--- config.mk ---
export PLATFORM = sky130hd
export DESIGN_NAME = mem_port_arbiter
export DESIGN_NICKNAME = d
export VERILOG_FILES = /design/src/rtl/mem_port_arbiter.sv
export SDC_FILE = /design/constraint.sdc
export NUM_CORES = 1
export LEC_CHECK = 0
export CAP_MARGIN = 25
export CORE_UTILIZATION = 41
export CTS_CLUSTER_SIZE = 20
export DETAILED_ROUTE_END_ITERATION = 8
export PLACE_DENSITY = 0.81
export SYNTH_ARGS = -nofsm -noshare
export SYNTH_HDL_FRONTEND = slang
export SYNTH_SLANG_ARGS = --single-unit
export TNS_END_PERCENT = 50
--- constraint.sdc ---
create_clock -name clk -period 2.61 [get_ports clk]
set_input_delay 0.3915 -clock clk [delete_from_list [all_inputs] [get_ports clk]]
set_output_delay 0.3915 -clock clk [all_outputs]
set_load 0.01 [all_outputs]
--- src/rtl/mem_port_arbiter.sv ---
// Two-port arbiter for the shared byte-addressable memory: round-robin grant,
// fixed-latency read sequencing and done/error/timeout write handshake.
module mem_port_arbiter #(
  parameter int READ_LAT = 2,
  parameter int TIMEOUT  = 64
) (
  input  logic        clk,
  input  logic        rst,
  input  logic        m0_req,
  input  logic [31:0] m0_addr,
  input  logic [1:0]  m0_wsize,
  input  logic [31:0] m0_wdata,
  output logic        m0_ack,
  output logic        m0_err,
  output logic [31:0] m0_rdata,
  input  logic        m1_req,
  input  logic [31:0] m1_addr,
  input  logic [1:0]  m1_wsize,
  input  logic [31:0] m1_wdata,
  output logic        m1_ack,
  output logic        m1_err,
  output logic [31:0] m1_rdata,
  output logic [31:0] mem_address,
  output logic [1:0]  mem_write_mode,
  output logic [7:0]  mem_write_byte,
  output logic [15:0] mem_write_half_word,
  output logic [31:0] mem_write_word,
  input  logic        mem_done,
  input  logic        mem_error,
  input  logic [31:0] mem_word_output,
  output logic        busy,
  output logic        grant_id
);
  localparam int CNT_MAX = (TIMEOUT > READ_LAT) ? TIMEOUT : READ_LAT;
  localparam int CW      = $clog2(CNT_MAX + 1);

  typedef enum logic [1:0] {IDLE, ACCESS_RD, ACCESS_WR, RESP} state_t;

  state_t        state_q, state_d;
  logic [CW-1:0] cnt_q, cnt_d;
  logic          last_grant_q, last_grant_d;
  logic          grant_id_q, grant_id_d;
  logic [31:0]   addr_q, addr_d;
  logic [31:0]   wdata_q, wdata_d;
  logic [1:0]    mode_q, mode_d;
  logic [1:0]    ack_q, ack_d;
  logic [1:0]    err_q, err_d;
  logic [31:0]   m0_rdata_q, m0_rdata_d;
  logic [31:0]   m1_rdata_q, m1_rdata_d;
  logic          pick;
  logic          finish;
  logic          finish_err;

  always_comb begin
    state_d      = state_q;
    cnt_d        = cnt_q;
    last_grant_d = last_grant_q;
    grant_id_d   = grant_id_q;
    addr_d       = addr_q;
    wdata_d      = wdata_q;
    mode_d       = mode_q;
    ack_d        = ack_q;
    err_d        = err_q;
    m0_rdata_d   = m0_rdata_q;
    m1_rdata_d   = m1_rdata_q;
    pick         = 1'b0;
    finish       = 1'b0;
    finish_err   = 1'b0;
    case (state_q)
      IDLE: begin
        if (m0_req || m1_req) begin
          // Under contention the port that did not win last time goes first.
          pick         = (m0_req && m1_req) ? ~last_grant_q : m1_req;
          grant_id_d   = pick;
          last_grant_d = pick;
          addr_d       = pick ? m1_addr  : m0_addr;
          wdata_d      = pick ? m1_wdata : m0_wdata;
          mode_d       = pick ? m1_wsize : m0_wsize;
          cnt_d        = '0;
          state_d      = (mode_d == 2'd0) ? ACCESS_RD : ACCESS_WR;
        end
      end
      ACCESS_RD: begin
        cnt_d = cnt_q + CW'(1);
        if (cnt_q == CW'(READ_LAT - 1)) begin
          if (grant_id_q) m1_rdata_d = mem_word_output;
          else            m0_rdata_d = mem_word_output;
          finish     = 1'b1;
          finish_err = mem_error;
        end
      end
      ACCESS_WR: begin
        if (mem_error) begin
          finish     = 1'b1;
          finish_err = 1'b1;
        end else if (mem_done) begin
          finish = 1'b1;
        end else if (cnt_q == CW'(TIMEOUT - 1)) begin
          finish     = 1'b1;
          finish_err = 1'b1;
        end else begin
          cnt_d = cnt_q + CW'(1);
        end
      end
      RESP: begin
        ack_d   = 2'b00;
        err_d   = 2'b00;
        state_d = IDLE;
      end
      default: state_d = IDLE;
    endcase
    // Entering RESP: write strobe drops on this edge and the ack/err pulse starts.
    if (finish) begin
      state_d = RESP;
      mode_d  = 2'd0;
      ack_d   = grant_id_q ? 2'b10 : 2'b01;
      err_d   = finish_err ? ack_d : 2'b00;
    end
  end

  always_ff @(posedge clk or negedge rst) begin
    if (!rst) begin
      state_q      <= IDLE;
      cnt_q        <= '0;
      last_grant_q <= 1'b1;
      grant_id_q   <= 1'b0;
      addr_q       <= '0;
      wdata_q      <= '0;
      mode_q       <= 2'd0;
      ack_q        <= 2'b00;
      err_q        <= 2'b00;
      m0_rdata_q   <= '0;
      m1_rdata_q   <= '0;
    end else begin
      state_q      <= state_d;
      cnt_q        <= cnt_d;
      last_grant_q <= last_grant_d;
      grant_id_q   <= grant_id_d;
      addr_q       <= addr_d;
      wdata_q      <= wdata_d;
      mode_q       <= mode_d;
      ack_q        <= ack_d;
      err_q        <= err_d;
      m0_rdata_q   <= m0_rdata_d;
      m1_rdata_q   <= m1_rdata_d;
    end
  end

  assign mem_address         = addr_q;
  assign mem_write_mode      = mode_q;
  assign mem_write_byte      = wdata_q[7:0];
  assign mem_write_half_word = wdata_q[15:0];
  assign mem_write_word      = wdata_q;
  assign m0_ack              = ack_q[0];
  assign m1_ack              = ack_q[1];
  assign m0_err              = err_q[0];
  assign m1_err              = err_q[1];
  assign m0_rdata            = m0_rdata_q;
  assign m1_rdata            = m1_rdata_q;
  assign busy                = (state_q != IDLE);
  assign grant_id            = grant_id_q;

endmodule
==> impl_metrics.py, run 1 <==
metrics = {
    "timing": {
        "min_period_ns": 2.362,
        "worst_clock_skew_ns": 0.01938,
        "fin_tns_setup_ns": 0,
        "rsz0062_at_grt": "no",
        "hold_viol": 0,
        "setup_viol": 0,
        "hold_slack_ns": 0.4785,
        "maxSlewHeadroom_pct": 59.26,
        "timing.fmax_mhz": 423.4,
        "slew_violations": 0,
        "fin_crit_sh_pct": 90.49,
        "worst_pin_slew_ns": 0.6105,
    },
    "critical_path": {
        "cp_cell_sequence": "inv_1 > ha_1 > buf_4 > inv_1 > clkdlybuf4s50_1",
        "cp_top_family": "buffers and inverters",
        "cp_slowest_cell": "clkdlybuf4s50_1",
        "timing.critical_path.from_type": "flop",
        "r2r_start": "state_q[1]",
        "cpPeakStageDelay_ns": 0.58,
        "r2r_cells": 7,
        "cp.arrival_ns": 1.97,
        "cp.required_ns": 2.22,
        "crit_buf_inv": 4,
        "cp_max_fo": 6,
        "endpoint_kind": "output port",
        "reg2reg_to": "m0_rdata[30]",
        "worstSetupPathType": "reg2out",
        "reg2reg_slack_ns": 0.35,
        "critical_path.most_common_cell": "inv_1",
    },
    "cts": {
        "post_cts_buffers": 0,
        "htree_levels": 4,
        "clockBufferDepth": 2,
        "cts.clk_slew.worst_paths_ns": 0.06,
        "cts.sinks": 145,
        "clock_latency_ns": 0.43,
        "clock_tree.root_cell": "clkbuf_16",
        "cts_buffers": 17,
        "cts_tree": "done",
    },
    "logic_synthesis": {
        "synth_compound_area_share_pct": 7.124,
        "syn_avg_cell_area_um2": 12.28,
        "synth_top_family_by_area": "multiplexers",
        "synth-seq-cells": 145,
        "ys_top_cells_by_count": "dfrtp_1, nand2_1, mux2i_1, o21ai_0, mux2_2",
        "synth_top_flop_cell": "dfrtp_1",
        "post_synth_and_or_nand_nor_area_fraction_pct": 7.218,
        "synth_top_area_share_pct": 53.85,
        "ys_async_sr_fraction_pct": 100.0,
        "syn_area_um2": 6691,
        "synthAdderAreaFrac_pct": 1.309,
        "synth-edff-count": 0,
        "synth.distinct_cells": 42,
        "synth_top_cell_by_area": "dfrtp_1",
        "synth_most_common_cell": "dfrtp_1",
        "synth_mux_area_share_pct": 23.41,
        "yosysWarnings": 0,
        "synth_xor_area_share_pct": 0,
        "synthCells": 545,
        "ys_top_cells_by_area": "dfrtp_1, mux2i_1, mux2_4",
        "yosysSeqAreaShare_pct": 54.24,
        "syn_nets": 722,
    },
    "final_layout": {
        "antennaDiodeCount": 0,
        "fill_cells": 1218,
        "syn2layout_area_growth_pct": 59.22,
        "layout-drive-gt1-share_pct": 13.69,
        "nets": 1033,
    },
    "grt": {
        "grt_pass1_wl_mm": 28.47,
        "grt_pass1_vias": 5214,
        "track_usage_pct": 22.69,
        "antenna_found_initial": 0,
        "grt_max_degree": 53,
        "grt-ovfl-total": 0,
    },
    "floorplanning": {
        "dieArea_um2": 16840,
        "die_w_um": 129.8,
        "fp.coreArea_um2": 15890,
        "die_h_um": 129.8,
        "io_pins": 330,
        "num_rows": 46,
        "start_util_pct": 42.12,
    },
    "route": {
        "avgRoutedWirePerCell_um": 17.54,
        "dr.pass1.iters": 7,
        "final_antenna_net_count": 0,
        "drt-initial-drc-count": 127,
        "vias_per_cell": 4.863,
        "vias": 5276,
        "drc": 0,
        "wl_mm": 19.03,
    },
    "pwr": {
        "powerDensity_nw_per_um2": 1153,
        "cellLeakagePower_nw": 4.608,
        "ir_drop_mv": 0.5385,
        "finalPower_mw": 12.28,
    },
    "job": {
        "drv_cap": 0,
    },
    "place": {
        "place_congestion": 0.7927,
        "hpwl_mm": 14.35,
        "io_buffer_count": 329,
    },
    "worst_hold_path": {
        "min_path_type": "in2async",
    },
    "outcome": {
        "status": "completed",
    },
}
-- layout by cell type (no fill, tap or decap), types with 2 or more instances in the layout --
| cell | instances |
|---|---|
| or4_1 | 3 |
| nor2_1 | 6 |
| buf_12 | 7 |
| dfrtp_1 | 144 |
| nand2b_1 | 6 |
| a21oi_1 | 2 |
| buf_4 | 10 |
| o211ai_1 | 4 |
| nand3_1 | 7 |
| inv_6 | 7 |
| mux2_1 | 5 |
| mux2_4 | 30 |
| clkinv_2 | 2 |
| mux2_2 | 31 |
| clkbuf_16 | 17 |
| clkinvlp_4 | 3 |
| o21ai_0 | 69 |
| clkdlybuf4s50_1 | 328 |
| inv_1 | 8 |
| inv_8 | 2 |
| mux2i_1 | 71 |
| ha_1 | 7 |
| nand2_1 | 75 |
-- per-layer routing --
| metal | part of all wire [%] | GRT usage [%] | vias to the layer above |
|---|---|---|---|
| met3 | 8.9 | 7.831 | 24 |
| li1 | - | - | 2501 |
| met5 | 0 | 0 | - |
| met2 | 51 | 39.10 | 235 |
| met1 | 38 | 25.97 | 2516 |
| met4 | 1.7 | 8.687 | 0 |
-- final cells by class --
type                            instances  area (um2)  share of cell area, %
Clock inverter                         15       146.4                  1.374
Tap cell                              216       270.3                  2.537
Sequential cell                       145        3630                  34.07
Inverter                                8       30.03                 0.2819
Clock buffer                           17       425.4                  3.993
Timing Repair Buffer                  347        3520                  33.04
Multi-Input combinational cell        337        2633                  24.71
-- worst max path at each step --
stage / from / endpoint / slack, ns / cells past startpoint
floorplan: state_q[0] / cnt_q[6] / 0.72 / 7
global placement: m0_req / cnt_q[2] / 0.33 / 6
detailed placement: m0_req / cnt_q[2] / 0.30 / 6
CTS: state_q[0] / busy / 0.23 / 5
global route: state_q[0] / busy / 0.15 / 5
finish: state_q[0] / busy / 0.25 / 5
-- logic make-up after synthesis --
group | Yosys count
simple gates | 107
buf+inv | 63
fa+ha+maj | 7
flops | 145
mux | 137
compound gates | 86
-- flip-flops by register name (all words and copies together), names as in the netlist --
| register | flops |
|---|---|
| grant_id | 1 |
| mem_address | 32 |
| last_grant_q | 1 |
| ack_q | 2 |
| err_q | 2 |
| mem_write_word | 32 |
| m1_rdata | 32 |
| cnt_q | 7 |
| state_q | 2 |
| m0_rdata | 32 |
| mem_write_mode | 2 |
-- power by group --
group	switching [mW]	internal [mW]
logic	2.42	3.40
clock network	1.03	1.34
registers	0.758	3.34
-- through the flow --
step / area (um2) / setup WS, ns / instances / util [%]
after floorplan: 6691 / 0.7244 / 545 / -
after CTS: 10650 / 0.2279 / 1085 / 67.07
after detailed placement: 10070 / 0.2999 / 1052 / 63.41
after global placement: 10070 / 0.3270 / 1052 / 63.41
after global routing: 10650 / 0.1494 / 1085 / 67.07
final: 10650 / 0.2483 / 1085 / 67.07
-- timing repair --
action,CTS,global route
hold buffers,1,0
resized for setup,0,0
endpoints found under the hold margin,47,0
endpoints found under the setup margin,0,0
(Power assumes the default switching activity.)
==> run 2, diff against run 1 <==
--- a/config.mk
+++ b/config.mk
@@ -6,6 +6,7 @@
 export NUM_CORES = 1
 export LEC_CHECK = 0
 export CAP_MARGIN = 25
+export CORE_ASPECT_RATIO = 0.9
 export CORE_UTILIZATION = 41
 export CTS_CLUSTER_SIZE = 20
 export DETAILED_ROUTE_END_ITERATION = 8
==> run 2 against run 1 <==
  * Wire length decreased by 3.9%
  * Global-route usage decreased by 0.72 points
  * Combinational power about the same
  * Final area increased by 0.73%
  * Setup slack improved by 0.12 ns
  * Worst hold slack got worse by 0.0018 ns
  * Sequential power decreased by 1%
  * Largest power group unchanged
  * Via count decreased by 2.2%
  * Die area about the same
==> impl_metrics.py, run 2 (synthesized netlist as in run 1, its figures left out) <==
metrics = {
    "outcome": {
        "status": "completed",
    },
    "cts": {
        "hold_buffers": 1,
        "cts_resized": 0,
        "cts_tree": "done",
        "clockBufferDepth": 2,
        "cts.sinks": 145,
        "htree_levels": 4,
        "clock_tree.root_cell": "clkbuf_16",
        "cts.clk_slew.worst_paths_ns": 0.06,
        "clock_latency_ns": 0.42,
        "cts_buffers": 17,
        "post_cts_buffers": 0,
    },
    "final_layout": {
        "final_common_cell": "clkdlybuf4s50_1",
        "seq_area_um2": 3630,
        "antennaDiodeCount": 0,
        "final_area_um2": 10730,
        "multiInputGateArea_um2": 2633,
        "nets": 1033,
        "syn2layout_area_growth_pct": 60.38,
        "fill_cells": 1172,
        "layout-drive-gt1-share_pct": 13.58,
        "final_cell_mix": "clkdlybuf4s50_1, dfrtp_1, nand2_1",
    },
    "critical_path": {
        "endpoint_kind": "output port",
        "cp.arrival_ns": 1.85,
        "cp_slowest_cell": "clkdlybuf4s50_1",
        "timing.critical_path.from_type": "flop",
        "cp_cell_sequence": "inv_1 > ha_1 > inv_1 > clkdlybuf4s50_1",
        "critical_path.most_common_cell": "inv_1",
        "crit_buf_inv": 3,
        "cpPeakStageDelay_ns": 0.53,
        "cp.required_ns": 2.22,
        "cp_top_family": "buffers and inverters",
        "cp_max_fo": 7,
        "worstSetupPathType": "reg2out",
    },
    "timing": {
        "rsz0062_at_grt": "no",
        "setup_ws_ns": 0.3710,
        "hold_slack_ns": 0.4767,
        "fin_crit_sh_pct": 85.79,
        "hold_viol": 0,
        "maxSlewHeadroom_pct": 58.16,
        "slew_violations": 0,
        "fin_tns_setup_ns": 0,
        "timing.fmax_mhz": 446.6,
        "worst_clock_skew_ns": 0.01052,
        "min_period_ns": 2.239,
        "setup_viol": 0,
        "worst_pin_slew_ns": 0.6275,
    },
    "grt": {
        "antenna_found_initial": 0,
        "grt_pass1_vias": 5200,
        "grt-ovfl-total": 0,
        "grt_pass1_wl_mm": 27.60,
        "track_usage_pct": 21.97,
        "grt_max_degree": 67,
    },
    "place": {
        "hpwl_mm": 13.78,
        "io_buffer_count": 329,
        "place_congestion": 0.7640,
        "dpl_cell_area_um2": 10050,
        "place_ws_ns": 0.4162,
    },
    "route": {
        "vias": 5162,
        "vias_per_cell": 4.820,
        "wl_mm": 18.30,
        "final_antenna_net_count": 0,
        "drc": 0,
        "drt-initial-drc-count": 210,
        "dr.pass1.iters": 4,
        "avgRoutedWirePerCell_um": 17.08,
    },
    "worst_hold_path": {
        "min_path_type": "reg2reg",
    },
    "floorplanning": {
        "start_util_pct": 42.74,
        "fp.coreArea_um2": 15660,
        "num_rows": 43,
        "die_w_um": 136.7,
        "die_h_um": 123.2,
        "dieArea_um2": 16840,
        "io_pins": 330,
    },
    "pwr": {
        "cellLeakagePower_nw": 4.656,
        "powerDensity_nw_per_um2": 1173,
        "ir_drop_mv": 0.7239,
    },
    "job": {
        "drv_cap": 0,
    },
}
==> run 2: changes by cell type in the layout (fill, tap and decap cells not counted) <==
cell        delta
clkinv_2       -2
clkbuf_1       +1
clkbuf_8       +1
bufinv_16      +4
clkinvlp_4     -2
clkinv_4       +2
inv_6          -4
==> run 2: path summary, 6_finish.rpt <==
path / start / to / slack [ns] / cells after the start
max in group asynchronous: rst / mem_address[22] / 1.39 / 3
min in group asynchronous: rst / mem_write_word[30] / 0.53 / 2
setup reg to reg: state_q[0] / cnt_q[6] / 0.50 / 7
hold reg to reg: mem_address[6] / mem_address[6] / 0.48 / 2
setup / recovery: state_q[0] / busy / 0.37 / 4
hold / removal: mem_address[6] / mem_address[6] / 0.48 / 2
==> run 2: per-stage QoR <==
stage               util, %  total power, mW  cells
finish                68.54            12.59   1071
global route          68.54            13.34   1071
CTS                   68.54            12.72   1071
detailed placement    64.22            9.905   1038
global placement      64.22            9.739   1038
floorplan                 -            6.784    545
==> run 2: layout make-up <==
class                      instances  area share, %
clock buffer                      19          4.127
multi-input combinational        337          24.53
timing repair buffer             347          32.80
tap                              202          2.355
clock inverter                    13          2.087
sequential                       145          33.82
inverter                           8         0.2798
==> run 2: tightest hold or removal path, delay by kind of cell (launching register included) <==
family / cells / cell delay, ns
AND/OR/NAND/NOR: 1 / 0.04
AO/OA/AOI/OAI: 1 / 0.06
flip-flops: 1 / 0.34
==> run 2: per-layer routing <==
metal | vias to the layer above | GRT usage, % | part of all wire [%]
met3 | 22 | 8.159 | 8.9
met2 | 218 | 37.66 | 50
met1 | 2420 | 25.00 | 40
met5 | - | 0 | 0
li1 | 2502 | - | -
met4 | 0 | 8.056 | 2.0
==> run 2: report_power, final <==
group	internal, mW	total, mW	switching (mW)	leakage [nW]
registers	3.34	4.06	0.721	1.79
clock network	1.75	2.74	0.996	0.323
logic	3.38	5.78	2.40	2.55
==> run 3, diff against run 2 <==
--- a/config.mk
+++ b/config.mk
@@ -8,7 +8,7 @@
 export CAP_MARGIN = 25
 export CORE_ASPECT_RATIO = 0.9
 export CORE_UTILIZATION = 41
-export CTS_CLUSTER_SIZE = 20
+export CTS_CLUSTER_SIZE = 10
 export DETAILED_ROUTE_END_ITERATION = 8
 export PLACE_DENSITY = 0.81
 export SYNTH_ARGS = -nofsm -noshare
==> results of run 3 <==
No change in the layout: final DEF, timing and power equal those of run 2.
